**src/rtl/div_unit_if.sv**
```systemverilog
// Execute-to-divider request/response bundle for the multi-cycle DIV/DIVU unit.
// Handshake: master raises start_i with operands and holds it until ready_o is seen;
// it then drops start_i, and result_o stays valid as long as start_i stays high.
interface div_unit_if #(
  parameter int DATA_W = 32
);
  logic                  signed_div_i;
  logic [DATA_W-1:0]     opdata1_i;
  logic [DATA_W-1:0]     opdata2_i;
  logic                  start_i;
  logic                  annul_i;
  logic [2*DATA_W-1:0]   result_o;
  logic                  ready_o;
  logic [1:0]            state_dbg;

  modport master (
    output signed_div_i, opdata1_i, opdata2_i, start_i, annul_i,
    input  result_o, ready_o, state_dbg
  );

  modport slave (
    input  signed_div_i, opdata1_i, opdata2_i, start_i, annul_i,
    output result_o, ready_o, state_dbg
  );
endinterface

```
**src/rtl/div_unit.sv**
```systemverilog
// Restoring 32-bit divider: one quotient bit per cycle, result is {remainder, quotient}.
// state_dbg encodes FREE=0, BYZERO=1, ON=2, END=3.
module div_unit #(
  parameter int DATA_W = 32,
  parameter int CNT_W  = 6
) (
  input  logic         clk,
  input  logic         rst,
  div_unit_if.slave    bus
);

  typedef enum logic [1:0] {
    FREE   = 2'd0,
    BYZERO = 2'd1,
    ON     = 2'd2,
    END    = 2'd3
  } state_t;

  state_t                state;
  logic [CNT_W-1:0]      cnt;
  logic [DATA_W-1:0]     dvd_q;
  logic [DATA_W-1:0]     dvs;
  logic [DATA_W-1:0]     rem;
  logic                  sgn_mode;
  logic                  neg1;
  logic                  neg2;
  logic [2*DATA_W-1:0]   result_r;
  logic                  ready_r;

  logic [DATA_W:0]       rem_shift;
  logic [DATA_W:0]       rem_diff;
  logic [DATA_W-1:0]     mag1;
  logic [DATA_W-1:0]     mag2;
  logic [DATA_W-1:0]     quot_fix;
  logic [DATA_W-1:0]     rem_fix;

  // dvd_q starts as the dividend magnitude and fills with quotient bits from the right.
  always_comb begin
    rem_shift = {rem, dvd_q[DATA_W-1]};
    rem_diff  = rem_shift - {1'b0, dvs};
    mag1      = (bus.signed_div_i && bus.opdata1_i[DATA_W-1]) ? -bus.opdata1_i : bus.opdata1_i;
    mag2      = (bus.signed_div_i && bus.opdata2_i[DATA_W-1]) ? -bus.opdata2_i : bus.opdata2_i;
    quot_fix  = (sgn_mode && (neg1 ^ neg2)) ? -dvd_q : dvd_q;
    rem_fix   = (sgn_mode && neg1) ? -rem : rem;
  end

  always_ff @(posedge clk) begin
    if (!rst) begin
      state    <= FREE;
      cnt      <= '0;
      dvd_q    <= '0;
      dvs      <= '0;
      rem      <= '0;
      sgn_mode <= 1'b0;
      neg1     <= 1'b0;
      neg2     <= 1'b0;
      result_r <= '0;
      ready_r  <= 1'b0;
    end else begin
      case (state)
        FREE: begin
          result_r <= '0;
          ready_r  <= 1'b0;
          if (bus.start_i && !bus.annul_i) begin
            sgn_mode <= bus.signed_div_i;
            neg1     <= bus.signed_div_i && bus.opdata1_i[DATA_W-1];
            neg2     <= bus.signed_div_i && bus.opdata2_i[DATA_W-1];
            dvd_q    <= mag1;
            dvs      <= mag2;
            rem      <= '0;
            cnt      <= '0;
            state    <= (bus.opdata2_i == '0) ? BYZERO : ON;
          end
        end
        BYZERO: begin
          if (bus.annul_i) begin
            state <= FREE;
          end else begin
            result_r <= '0;
            ready_r  <= 1'b1;
            state    <= END;
          end
        end
        ON: begin
          if (bus.annul_i) begin
            cnt   <= '0;
            state <= FREE;
          end else if (cnt != CNT_W'(DATA_W)) begin
            // A clear borrow bit means the shifted remainder covers the divisor.
            if (!rem_diff[DATA_W]) begin
              rem   <= rem_diff[DATA_W-1:0];
              dvd_q <= {dvd_q[DATA_W-2:0], 1'b1};
            end else begin
              rem   <= rem_shift[DATA_W-1:0];
              dvd_q <= {dvd_q[DATA_W-2:0], 1'b0};
            end
            cnt <= cnt + 1'b1;
          end else begin
            result_r <= {rem_fix, quot_fix};
            ready_r  <= 1'b1;
            state    <= END;
          end
        end
        END: begin
          if (!bus.start_i) begin
            result_r <= '0;
            ready_r  <= 1'b0;
            cnt      <= '0;
            state    <= FREE;
          end
        end
        default: state <= FREE;
      endcase
    end
  end

  assign bus.result_o  = result_r;
  assign bus.ready_o   = ready_r;
  assign bus.state_dbg = state;

endmodule

```
**src/flat_wrapper.sv**
```systemverilog
// flat-port wrapper written by rule: the top's interface ports become plain ports
module div_unit_flat 
#(
  parameter int DATA_W = 32,
  parameter int CNT_W  = 6
)
  (clk, rst, bus_signed_div_i, bus_opdata1_i, bus_opdata2_i, bus_start_i, bus_annul_i, bus_result_o, bus_ready_o, bus_state_dbg);
  div_unit_if #(.DATA_W(DATA_W)) bus_i ();
  input  logic clk;
  input  logic rst;
  input wire logic [$bits(bus_i.signed_div_i)-1:0] bus_signed_div_i;
  input wire logic [$bits(bus_i.opdata1_i)-1:0] bus_opdata1_i;
  input wire logic [$bits(bus_i.opdata2_i)-1:0] bus_opdata2_i;
  input wire logic [$bits(bus_i.start_i)-1:0] bus_start_i;
  input wire logic [$bits(bus_i.annul_i)-1:0] bus_annul_i;
  output wire logic [$bits(bus_i.result_o)-1:0] bus_result_o;
  output wire logic [$bits(bus_i.ready_o)-1:0] bus_ready_o;
  output wire logic [$bits(bus_i.state_dbg)-1:0] bus_state_dbg;
  assign bus_i.signed_div_i = bus_signed_div_i;
  assign bus_i.opdata1_i = bus_opdata1_i;
  assign bus_i.opdata2_i = bus_opdata2_i;
  assign bus_i.start_i = bus_start_i;
  assign bus_i.annul_i = bus_annul_i;
  assign bus_result_o = bus_i.result_o;
  assign bus_ready_o = bus_i.ready_o;
  assign bus_state_dbg = bus_i.state_dbg;
  div_unit #(.DATA_W(DATA_W), .CNT_W(CNT_W)) u_core (.clk(clk), .rst(rst), .bus(bus_i));
endmodule
```
**config.mk**
```make
export PLATFORM = sky130hd
export DESIGN_NAME = div_unit_flat
export DESIGN_NICKNAME = d
export VERILOG_FILES = /design/src/rtl/div_unit_if.sv /design/src/rtl/div_unit.sv /design/src/flat_wrapper.sv
export SDC_FILE = /design/constraint.sdc
export NUM_CORES = 1
export LEC_CHECK = 0
export CAP_MARGIN = 20
export CORE_UTILIZATION = 52
export DETAILED_ROUTE_END_ITERATION = 10
export PLACE_DENSITY = 0.85
export REMOVE_ABC_BUFFERS = 1
export SLEW_MARGIN = 5
export SYNTH_ARGS = -nofsm -noshare
export SYNTH_HDL_FRONTEND = slang
export SYNTH_SLANG_ARGS = --single-unit
export TNS_END_PERCENT = 30
```
**constraint.sdc**
```tcl
create_clock -name clk -period 3.7 [get_ports clk]
set_input_delay 0.925 -clock clk [delete_from_list [all_inputs] [get_ports clk]]
set_output_delay 0.925 -clock clk [all_outputs]
set_load 0.005 [all_outputs]
```
[Yosys cells after proc, flatten, opt, wreduce, memory -nomap -nowiden]
Cells that the tools add are included.
Storage, ports and cells
  bits of input ports: 69
  bits in read-only memories: 0
  latch bits: 0
  bits in writable memories: 0
  register bits after elaboration: 172
  output and inout bits: 67
  memories: 0
  word-level logic and storage cells: 80
Cells by class
  shift operators: 0
  bitwise gates (word level): 1
  add/sub/neg operators: 6
  order comparisons: 0
  $mul: 0
  multiplexer cells: 36
  reductions and logical operators: 15
  divide/modulo/power cells: 0
  equal/unequal tests: 12
Operator list (number)
  two-way mux 32 bit: 11
  two-way mux 64 bit: 4
  one-hot mux 64 bit (4 select lines): 1
  negator 32 bit: 4
  one-hot mux 32 bit (2 select lines): 2
  subtractor 33 x 32 -> 33 bit: 1
  logical NOT 32 bit: 1
  two-way mux 6 bit: 4
  one-hot mux 6 bit (3 select lines): 1
  two-way mux 2 bit: 6
  AND reduction 4 bit: 3
  inequality test 2 bit, second input constant: 4
  one-hot mux 2 bit (4 select lines): 1
  adder 6 x 1 -> 6 bit, second input constant: 1
  inequality test 6 bit, second input constant: 1
  logical AND 1 bit: 5
  two-way mux 1 bit: 5
  equality test 2 bit, second input constant: 2
  inequality test 2 x 1 -> 1 bit, second input constant: 2
  one-hot mux 1 bit (4 select lines): 1
  inequality test 3 x 2 -> 1 bit, second input constant: 1
  inequality test 3 bit, second input constant: 1
  AND reduction 3 bit: 1
  nonzero test 3 bit: 1
  6 further kinds: 6

[Depth between registers and ports, before layout]
Gate-level depths: netlist (run 1).
  depth in word-level cells: 6
  mapped depth: 14
  depth with buffers taken out: 12

[Least setup slack after synthesis (run 1)]
OpenSTA, ideal clock, no wires.
  kind: input-to-reg
  from: in bus_opdata2_i[4]
  to: reg u_core.dvs[28]
  library setup time: 116 ps
  stages: 8
  setup slack: 577 ps
  path buffers: 0
  data arrival time: 3007 ps
  required time: 3584 ps
  cell sequence: or4_4 > nor4_4 > nand2_2 > or4_4 > nor4_4 > a21oi_1 > xor2_1 > o211a_1
Between the ends
  longest elaborated chain between the ends: 2
Ends and longest elaborated chain
  start: declaration: line flat_wrapper.sv:13  | input wire logic [$bits(bus_i.opdata2_i)-1:0] bus_opdata2_i;
  negator 32 bit: line div_unit.sv:42  | mag2 = (bus.signed_div_i && bus.opdata2_i[DATA_W-1]) ? -bus.opdata2_i : bus.opdata2_i;
  two-way mux 32 bit: line div_unit.sv:42
  end signal: assignment: line div_unit.sv:69  | dvs <= mag2;
  end: declaration: line div_unit.sv:22  | logic [DATA_W-1:0] dvs;
Every way passes these cells.
A chain may end at the register's enable or synchronous reset.

[Worst setup path in the final report (run 1)]
  from: reg u_core.rem[6]
  to: reg u_core.rem[11]
Between the ends
  longest elaborated chain between the ends: 5
Ends and longest elaborated chain
  start: declaration: line div_unit.sv:23  | logic [DATA_W-1:0] rem;
  start signal: assignment: line div_unit.sv:91  | rem <= rem_diff[DATA_W-1:0];
  start signal: assignment: line div_unit.sv:94  | rem <= rem_shift[DATA_W-1:0];
  subtractor 33 x 32 -> 33 bit: line div_unit.sv:40  | rem_diff = rem_shift - {1'b0, dvs};
  two-way mux 32 bit: line div_unit.sv:90  | if (!rem_diff[DATA_W]) begin
  two-way mux 32 bit: line div_unit.sv:88  | end else if (cnt != CNT_W'(DATA_W)) begin
  two-way mux 32 bit: line div_unit.sv:85  | if (bus.annul_i) begin
  one-hot mux 32 bit (2 select lines): line div_unit.sv:60  | case (state)
Every way passes these cells. The select of a mux whose other input is x is not followed.

==> results.txt, run 1 <==
Synth top area share - 30.6%
Clock Latency Late Sink - 0.44 ns
max_cap viols - 0
Mapped Cells - 1,450
Final min period - 3.38 ns
Final period util - 91.3%
WS Path Type - register to register
worst hold path class - register to register
initial antenna violation count - 0
number of remaining DRC errors - 0
Antenna Cells - 0
register area share after synthesis - 30.6%
dpl hpwl - 21,900 µm
CTS-repair resized insts - 0
gr usage total - 27.2%
most common flop cell mapped by yosys - dfxtp_1
Post-synth EDFFs - 0
CTS buffer count - 17
GPL Wtd Cong - 0.932
most frequent cell after synthesis - nand2_1
Synth Warn # - 0
Port-buffer cells - 135
number of global-route vias before repair - 10,072
Mean Syn Cell Area - 7.75 µm²
register bit total from synthesis - 172
DIE AREA - 22,200 µm²
TritonCTS clock tree - built
vias - 10,662
cell taking the most area after synthesis - dfxtp_1
antenna viol nets, final - 0
DP Area - 12,900 µm²
placed cells - 1,807
Final Hold Slack - 0.463 ns
crit path DAT - 3.67 ns
synthesized cell area - 11,200 µm²
hold bufs inserted after CTS - 0
Pwr Density - 492 nW/µm²
wire length per cell - 16.1 µm
CP Capture Type - register
outcome - completed
Max VDD drop - 0.335 mV
die height - 149 µm
Vias per Instance - 5.79
Post-synth top cells - 208 x nand2_1, 172 x dfxtp_1, 125 x o21ai_0, 91 x a21oi_1, 79 x xnor2_1
ys async rst share - 0%
Pleak - 5.46 nW
Area growth, synth to finish - 19.9%
measured slew at the worst slew-check pin - 0.808 ns
CTS root buffer - clkbuf_16
initial DRC count - 915
H-tree Lvls - 4
Fin Clk Skew - 0.00927 ns
design area - 13,500 µm²
clk sinks - 172
first-pass GRT wire length - 48,600 µm
drt total wl - 29,700 µm
fmax - 296 MHz
post-layout net count - 1,664
share of cells above drive strength 1 - 6.13%
fin cells - 1,840
DRT Pass-1 Iters - 5
GRT overflow - 0
RSZ-0062 raised after global routing - false
max-slew violations - 0
Final Hold Vio Count - 0
Worst setup SP type - register
# IOs - 136
largest net degree at the start of global routing - 125
relative slew slack - 46.1%
row cnt - 53
top cells by area, synth - dfxtp_1 31%, nand2_1 6.9%, xnor2_1 6.2%
core area - 21,100 µm²
Worst Path Max Fanout - 38
chip width - 149 µm
Worst-path clk slew - 0.07 ns
Starting Density - 53.3%
# setup viols final - 0
Clock Path Buffers - 2
Fin Setup TNS - 0 ns
total setup buffers inserted after CTS - 0
unique cell type count in the Yosys netlist - 65
WP data required - 4.00 ns
## worst paths after layout
| kind | cells past startpoint | slack, ns | start | endpoint |
|---|---|---|---|---|
| setup / recovery | 11 | 0.32 | u_core.rem[6]$_SDFFE_PN0P_ | u_core.rem[11]$_SDFFE_PN0P_ |
| hold / removal | 2 | 0.46 | u_core.dvs[31]$_SDFFE_PN0P_ | u_core.dvs[31]$_SDFFE_PN0P_ |
| setup reg to reg | 11 | 0.32 | u_core.rem[6]$_SDFFE_PN0P_ | u_core.rem[11]$_SDFFE_PN0P_ |
| hold reg to reg | 2 | 0.46 | u_core.dvs[31]$_SDFFE_PN0P_ | u_core.dvs[31]$_SDFFE_PN0P_ |
## report_power, final
group	total [W]	switching, W	internal, W
combinational	0.00266	0.00162	0.00103
sequential	0.00222	0.000192	0.00203
clock	0.00175	0.000801	0.000948
total	0.00663	0.00262	0.00401
## critical path: stages, from the launching register on
cell and delay [ns]:
dfxtp_1 0.50, ha_1 0.36, a21oi_1 0.27, nor3_1 0.07, a2111oi_0 0.67, a2111o_1 0.35, nand3_1 0.11, nand4_1 0.15
buf_12 0.22, buf_4 0.21, mux2i_1 0.21, o21ai_0 0.09
## per-layer routing
| metal | up-vias | global-route usage [%] | part of all wire [%] |
|---|---|---|---|
| li1 | 5330 | - | - |
| met3 | 57 | 3.79 | 6.4 |
| met4 | 0 | 11.6 | 3.1 |
| met5 | - | 0 | 0 |
| met1 | 4901 | 34.3 | 43 |
| met2 | 374 | 46.1 | 48 |
## cell type report
cell class | instances | area [µm²]
Fill cell | 1771 | 7600
Sequential cell | 172 | 3440
Timing Repair Buffer | 166 | 1640
Multi-Input combinational cell | 1137 | 7280
Clock inverter | 13 | 118
Tap cell | 275 | 344
Inverter | 58 | 218
Clock buffer | 19 | 443
## flip-flops by register name, summed over array words and instances (netlist names)
signal                count
u_core.bus.ready_o        1
u_core.neg1               1
u_core.dvd_q             32
u_core.sgn_mode           1
u_core.neg2               1
u_core.bus.state_dbg      2
u_core.rem               32
u_core.dvs               32
u_core.cnt                6
u_core.bus.result_o      64
## cell usage in the layout (no fill, tap or decap), types with 8 or more instances in the layout
| cell type | synthesis | layout |
|---|---|---|
| nand2b_1 | 12 | 12 |
| nand3_1 | 21 | 21 |
| a21o_1 | 9 | 9 |
| o21ai_1 | 8 | 8 |
| a31oi_1 | 17 | 17 |
| or3_1 | 14 | 14 |
| a22oi_1 | 60 | 60 |
| o31ai_1 | 18 | 18 |
| nor2b_1 | 64 | 64 |
| dfxtp_1 | 172 | 172 |
| nor3_1 | 23 | 22 |
| ha_1 | 42 | 41 |
| nand4_1 | 10 | 10 |
| o211a_1 | 23 | 23 |
| inv_1 | 58 | 58 |
| nand2_1 | 208 | 207 |
| clkbuf_16 | 0 | 17 |
| o21ai_0 | 125 | 125 |
| xor2_1 | 65 | 65 |
| a21oi_1 | 91 | 91 |
| and2_1 | 17 | 17 |
| xnor2_1 | 79 | 79 |
| clkdlybuf4s50_1 | 0 | 134 |
| a21boi_0 | 32 | 32 |
| nor4_1 | 10 | 10 |
| buf_4 | 0 | 27 |
| nor2_1 | 78 | 78 |
## stage by stage
step | setup slack, ns | utilization [%] | total power, W
after floorplan | -0.251 | - | 0.00406
after global placement | 0.0418 | 61.2 | 0.00478
after detailed placement | -0.0106 | 61.2 | 0.00486
after CTS | 0.363 | 63.9 | 0.00660
after global routing | 0.0942 | 63.9 | 0.00702
final | 0.323 | 63.9 | 0.00663
## kinds of logic after synthesis
family                     after synthesis  share of synthesized area (%)
AOI/OAI and AO/OA                      441                           25.5
adders and majority gates               43                           4.85
and+or+nand+nor                        501                           22.3
xor gates and xnor gates               144                           11.2
DFF                                    172                           30.6
buffers and inverters                  141                           4.75
muxes                                    8                          0.723
(Power assumes the default switching activity.)
==> run 2, diff against run 1 <==
Settings changed: ABC_CLOCK_PERIOD_IN_PS set to 3700, SLEW_MARGIN 5 to not set.
==> results.txt, run 2 (synthesis gave the netlist of run 1 again) <==
measured slew at the worst slew-check pin - 0.826 ns (+0.0177 ns)
Pleak - 5.47 nW (about the same)
Final Core Density - 64.0% (about the same)
internal power - 0.00402 W (+0.18%)
Area growth, synth to finish - 20.0% (about the same)
max_cap viols - 0 (unchanged)
vias - 10,711 (+0.46%)
outcome - completed
Clock Latency Late Sink - 0.43 ns (about the same)
fin cells - 1,840 (unchanged)
share of cells above drive strength 1 - 6.13% (unchanged)
# setup viols final - 0 (unchanged)
CTS-repair resized insts - 0 (unchanged)
core area - 21,100 µm² (unchanged)
Clock power frac - 26.3% (about the same)
RSZ-0062 raised after global routing - false
CTS root buffer - clkbuf_16
WS Path Type - register to register
commonest non-fill, non-tap cell in the layout - nand2_1
clk sinks - 172 (unchanged)
max-slew violations - 0 (unchanged)
Worst-path clk slew - 0.07 ns (about the same)
RR Startpoint - u_core.rem[6]$_SDFFE_PN0P_
hold_sp - u_core.dvs[31]$_SDFFE_PN0P_
GRT overflow - 0 (unchanged)
pre-CTS WS - -0.0106 ns (unchanged)
combinational share of power - 40.2% (about the same)
initial DRC count - 892 (-2.5%)
number of remaining DRC errors - 0 (unchanged)
Fin Setup TNS - 0 ns (unchanged)
placed cells - 1,807 (unchanged)
row cnt - 53 (unchanged)
Worst Path Max Fanout - 38 (unchanged)
number of flip-flops in the largest register - 64 (unchanged)
Clock Path Buffers - 2 (unchanged)
Port-buffer cells - 135 (unchanged)
WP data required - 3.99 ns (about the same)
fill count - 1,772 (+0.056%)
hold bufs inserted after CTS - 0 (unchanged)
crit path DAT - 3.70 ns (+0.03 ns)
Sw Share - 39.4% (-0.061 points)
Starting Density - 53.3% (unchanged)
dpl hpwl - 21,900 µm (unchanged)
DRT Pass-1 Iters - 5 (unchanged)
Seq. cell area - 3440 µm² (unchanged)
Register-to-Register Path Depth - 11 (unchanged)
DIE AREA - 22,200 µm² (unchanged)
Final period util - 92.2% (+0.94 points)
total setup buffers inserted after CTS - 0 (unchanged)
gr usage total - 27.2% (unchanged)
Worst R2R End - u_core.rem[11]$_SDFFE_PN0P_
Worst setup SP type - register
drt total wl - 29,700 µm (+0.18%)
relative slew slack - 44.9% (-1.2 points)
chip width - 149 µm (unchanged)
Psw - 0.00262 W (about the same)
Max VDD drop - 0.311 mV (-7.1%)
wire length per cell - 16.2 µm (+0.18%)
fmax - 293 MHz (-1.0%)
# IOs - 136 (unchanged)
number of global-route vias before repair - 10,072 (unchanged)
hold path depth - 2 (unchanged)
Reg2Reg Setup Slack - 0.29 ns (-0.03 ns)
GPL Wtd Cong - 0.932 (unchanged)
Antenna Cells - 0 (unchanged)
largest net degree at the start of global routing - 125 (unchanged)
CTS buffer count - 17 (unchanged)
PnR worst setup slack - 0.288 ns (-0.0347 ns)
area taken by multi-input logic gates - 7280 µm² (unchanged)
initial antenna violation count - 0 (unchanged)
Reg power frac - 33.5% (about the same)
die height - 149 µm (unchanged)
most frequent cells in the layout - 207 x nand2_1, 172 x dfxtp_1, 134 x clkdlybuf4s50_1, 125 x o21ai_0, 91 x a21oi_1
Fin Clk Skew - 0.00840 ns (-0.000869 ns)
Final min period - 3.41 ns (+0.0347 ns)
TritonCTS clock tree - built
worst hold path class - register to register
Pwr Density - 492 nW/µm² (about the same)
first-pass GRT wire length - 48,600 µm (unchanged)
CP Capture Type - register
post-layout net count - 1,664 (unchanged)
hold path endpoint - u_core.dvs[31]$_SDFFE_PN0P_
Tot Pwr - 0.00663 W (about the same)
H-tree Lvls - 4 (unchanged)
Final Hold Vio Count - 0 (unchanged)
Vias per Instance - 5.82 (+0.46%)
antenna viol nets, final - 0 (unchanged)
run 2: cell count changes in the layout (fill, tap and decap cells not counted):
cell / previous run / this run
buf_16: 0 / 1
buf_8: 1 / 0
run 2: how the worst max path moves through the flow:
stage / startpoint / cells after the start / slack (ns) / to
5_1_grt: u_core.rem[6]$_SDFFE_PN0P_ / 11 / 0.09 / u_core.rem[10]$_SDFFE_PN0P_
3_5_place_dp: bus_opdata2_i[4] / 9 / -0.01 / u_core.dvs[26]$_SDFFE_PN0P_
6_report: u_core.rem[6]$_SDFFE_PN0P_ / 11 / 0.29 / u_core.rem[11]$_SDFFE_PN0P_
3_3_place_gp: bus_opdata2_i[4] / 9 / 0.04 / u_core.dvs[26]$_SDFFE_PN0P_
4_1_cts: u_core.rem[0]$_SDFFE_PN0P_ / 12 / 0.36 / u_core.rem[11]$_SDFFE_PN0P_
2_1_floorplan: u_core.dvd_q[31]$_SDFFE_PN0P_ / 11 / -0.25 / u_core.rem[4]$_SDFFE_PN0P_
run 2: layout make-up:
type                       count  share of cell area (%)
multi-input combinational   1137                    53.9
inverter                      58                    1.61
sequential                   172                    25.5
clock buffer                  19                    3.28
tap                          275                    2.55
timing repair buffer         166                    12.2
clock inverter                13                   0.872
run 2: critical path, stage by stage, from the launching register on:
cell,delay [ns]
dfxtp_1,0.51
ha_1,0.37
a21oi_1,0.28
nor3_1,0.08
a2111oi_0,0.68
a2111o_1,0.35
nand3_1,0.11
nand4_1,0.15
buf_12,0.21
buf_4,0.21
mux2i_1,0.21
o21ai_0,0.09
run 2: power by group through the flow:
stage               logic [W]  clock network [W]  registers, W
finish                0.00266            0.00175       0.00222
global route          0.00295            0.00183       0.00224
CTS                   0.00262            0.00176       0.00222
detailed placement    0.00260                  0       0.00226
global placement      0.00253                  0       0.00225
floorplan             0.00186                  0       0.00220
run 2: per-layer routing:
metal | track usage, % | wire, µm | vias to the layer above
met5 | 0 | 0 | -
li1 | - | - | 5323
met1 | 34.3 | 12600 | 4928
met2 | 46.1 | 14100 | 396
met3 | 3.79 | 1990 | 64
met4 | 11.6 | 1020 | 0
run 2: per-stage QoR:
step                hold WS [ns]  area (µm²)
floorplan                  0.441       10900
global placement           0.452       12900
detailed placement         0.456       12900
CTS                        0.465       13500
global route               0.497       13500
finish                     0.464       13500
==> run 3, diff against run 2 <==
Settings changed: CAP_MARGIN 20 to 10.
==> results.txt, run 3 (synthesis gave the netlist of run 1 again) <==
GPL Wtd Cong - 0.932 (unchanged)
Seq. cell area - 3440 µm² (unchanged)
number of global-route vias before repair - 10,072 (unchanged)
Worst R2R End - u_core.rem[11]$_SDFFE_PN0P_
CP Capture Type - register
Clock Path Buffers - 2 (unchanged)
largest net degree at the start of global routing - 125 (unchanged)
post-layout net count - 1,663 (-0.060%)
RSZ-0062 raised after global routing - false
fill count - 1,775 (+0.17%)
number of remaining DRC errors - 0 (unchanged)
antenna viol nets, final - 0 (unchanged)
outcome - completed
Antenna Cells - 0 (unchanged)
Pwr Density - 491 nW/µm² (-0.15%)
# IOs - 136 (unchanged)
hold path depth - 2 (unchanged)
clk sinks - 172 (unchanged)
wire length per cell - 16.1 µm (-0.13%)
# setup viols final - 0 (unchanged)
total setup buffers inserted after CTS - 0 (unchanged)
Psw - 0.00261 W (-0.38%)
relative slew slack - 26.1% (-19 points)
share of cells above drive strength 1 - 6.07% (-0.060 points)
core area - 21,100 µm² (unchanged)
die height - 149 µm (unchanged)
vias - 10,710 (-0.0093%)
fmax - 294 MHz (+0.43%)
worst hold path class - register to register
Register-to-Register Path Depth - 11 (unchanged)
H-tree Lvls - 4 (unchanged)
Worst-path clk slew - 0.07 ns (about the same)
Worst setup SP type - register
initial DRC count - 853 (-4.4%)
CTS-repair resized insts - 0 (unchanged)
number of flip-flops in the largest register - 64 (unchanged)
CTS root buffer - clkbuf_16
max-slew violations - 0 (unchanged)
Starting Density - 53.3% (unchanged)
DIE AREA - 22,200 µm² (unchanged)
Clock Latency Late Sink - 0.43 ns (about the same)
initial antenna violation count - 0 (unchanged)
Clock power frac - 26.4% (about the same)
row cnt - 53 (unchanged)
hold_sp - u_core.dvs[31]$_SDFFE_PN0P_
Reg2Reg Setup Slack - 0.30 ns (about the same)
gr usage total - 27.2% (unchanged)
RR Startpoint - u_core.rem[6]$_SDFFE_PN0P_
max_cap viols - 0 (unchanged)
internal power - 0.00400 W (-0.34%)
Pleak - 5.45 nW (-0.23%)
Reg power frac - 33.6% (about the same)
area taken by multi-input logic gates - 7280 µm² (unchanged)
DRT Pass-1 Iters - 6 (+1)
measured slew at the worst slew-check pin - 1.11 ns (+0.282 ns)
crit path DAT - 3.69 ns (about the same)
WP data required - 3.99 ns (about the same)
worst setup path endpoint - u_core.rem[11]$_SDFFE_PN0P_
commonest non-fill, non-tap cell in the layout - nand2_1
Max VDD drop - 0.311 mV (about the same)
Vias per Instance - 5.82 (about the same)
dpl hpwl - 21,900 µm (unchanged)
Area growth, synth to finish - 19.8%
combinational share of power - 40.0% (-0.2 points)
most frequent cells in the layout - 207 x nand2_1, 172 x dfxtp_1, 134 x clkdlybuf4s50_1, 125 x o21ai_0, 91 x a21oi_1
hold bufs inserted after CTS - 0 (unchanged)
drt total wl - 29,700 µm (-0.18%)
GRT overflow - 0 (unchanged)
Port-buffer cells - 135 (unchanged)
WS Path Type - register to register
CTS buffer count - 17 (unchanged)
Final Hold Slack - 0.463 ns (-0.00134 ns)
Final min period - 3.40 ns (-0.0145 ns)
Worst Path Max Fanout - 38 (unchanged)
Fin Clk Skew - 0.00833 ns (-0.0000779 ns)
Final Hold Vio Count - 0 (unchanged)
first-pass GRT wire length - 48,600 µm (unchanged)
Final period util - 91.8% (-0.39 points)
Sw Share - 39.4% (about the same)
chip width - 149 µm (unchanged)
crit path from - u_core.rem[6]$_SDFFE_PN0P_
Final Core Density - 63.9% (-0.13 points)
TritonCTS clock tree - built
[run 3: changes by cell type in the layout (fill, tap and decap cells not counted), sizes merged]
cell / change
buf: -1
[run 3: per-stage QoR]
stage | cell area (µm²) | setup WS [ns] | total power [W] | std cells | TNS [ns]
after floorplan | 10900 | -0.251 | 0.00406 | 1367 | -2.41
after global placement | 12900 | 0.0418 | 0.00478 | 1807 | 0
after detailed placement | 12900 | -0.0106 | 0.00486 | 1807 | -0.0106
after CTS | 13500 | 0.363 | 0.00660 | 1839 | 0
after global routing | 13500 | 0.0948 | 0.00701 | 1839 | 0
final | 13500 | 0.302 | 0.00661 | 1839 | 0
[run 3: power by group through the flow]
| stage | sequential, W | clock [W] | combinational (W) |
|---|---|---|---|
| 6_report | 0.00222 | 0.00174 | 0.00264 |
| 4_1_cts | 0.00222 | 0.00176 | 0.00262 |
| 2_1_floorplan | 0.00220 | 0 | 0.00186 |
| 5_1_grt | 0.00224 | 0.00183 | 0.00293 |
| 3_3_place_gp | 0.00225 | 0 | 0.00253 |
| 3_5_place_dp | 0.00226 | 0 | 0.00260 |
[run 3: worst max-delay path: stages, from the launching register on]
cell and delay [ns]:
dfxtp_1 0.52, ha_1 0.37, a21oi_1 0.27, nor3_1 0.08
a2111oi_0 0.66, a2111o_1 0.35, nand3_1 0.11, nand4_1 0.15
buf_12 0.22, buf_4 0.21, mux2i_1 0.21, o21ai_0 0.09
[run 3: worst min path at each step]
stage | end | slack, ns
floorplan | u_core.dvs[31]$_SDFFE_PN0P_ | 0.44
global placement | u_core.dvs[31]$_SDFFE_PN0P_ | 0.45
detailed placement | u_core.dvs[31]$_SDFFE_PN0P_ | 0.46
CTS | u_core.dvs[31]$_SDFFE_PN0P_ | 0.47
global route | u_core.bus.result_o[35]$_SDFFE_PN0P_ | 0.50
finish | u_core.dvs[31]$_SDFFE_PN0P_ | 0.46
[run 3: cell type report]
cell class / count / area share (%)
Clock inverter: 13 / 0.873
Inverter: 58 / 1.62
Clock buffer: 19 / 3.29
Timing Repair Buffer: 165 / 12.1
Tap cell: 275 / 2.55
Sequential cell: 172 / 25.6
Multi-Input combinational cell: 1137 / 54.0
[run 3: routing by layer]
metal	track usage (%)	vias up	wire, µm
li1	-	5321	-
met4	11.6	0	883
met2	46.1	399	14200
met1	34.3	4938	12600
met5	0	-	0
met3	3.79	52	1940
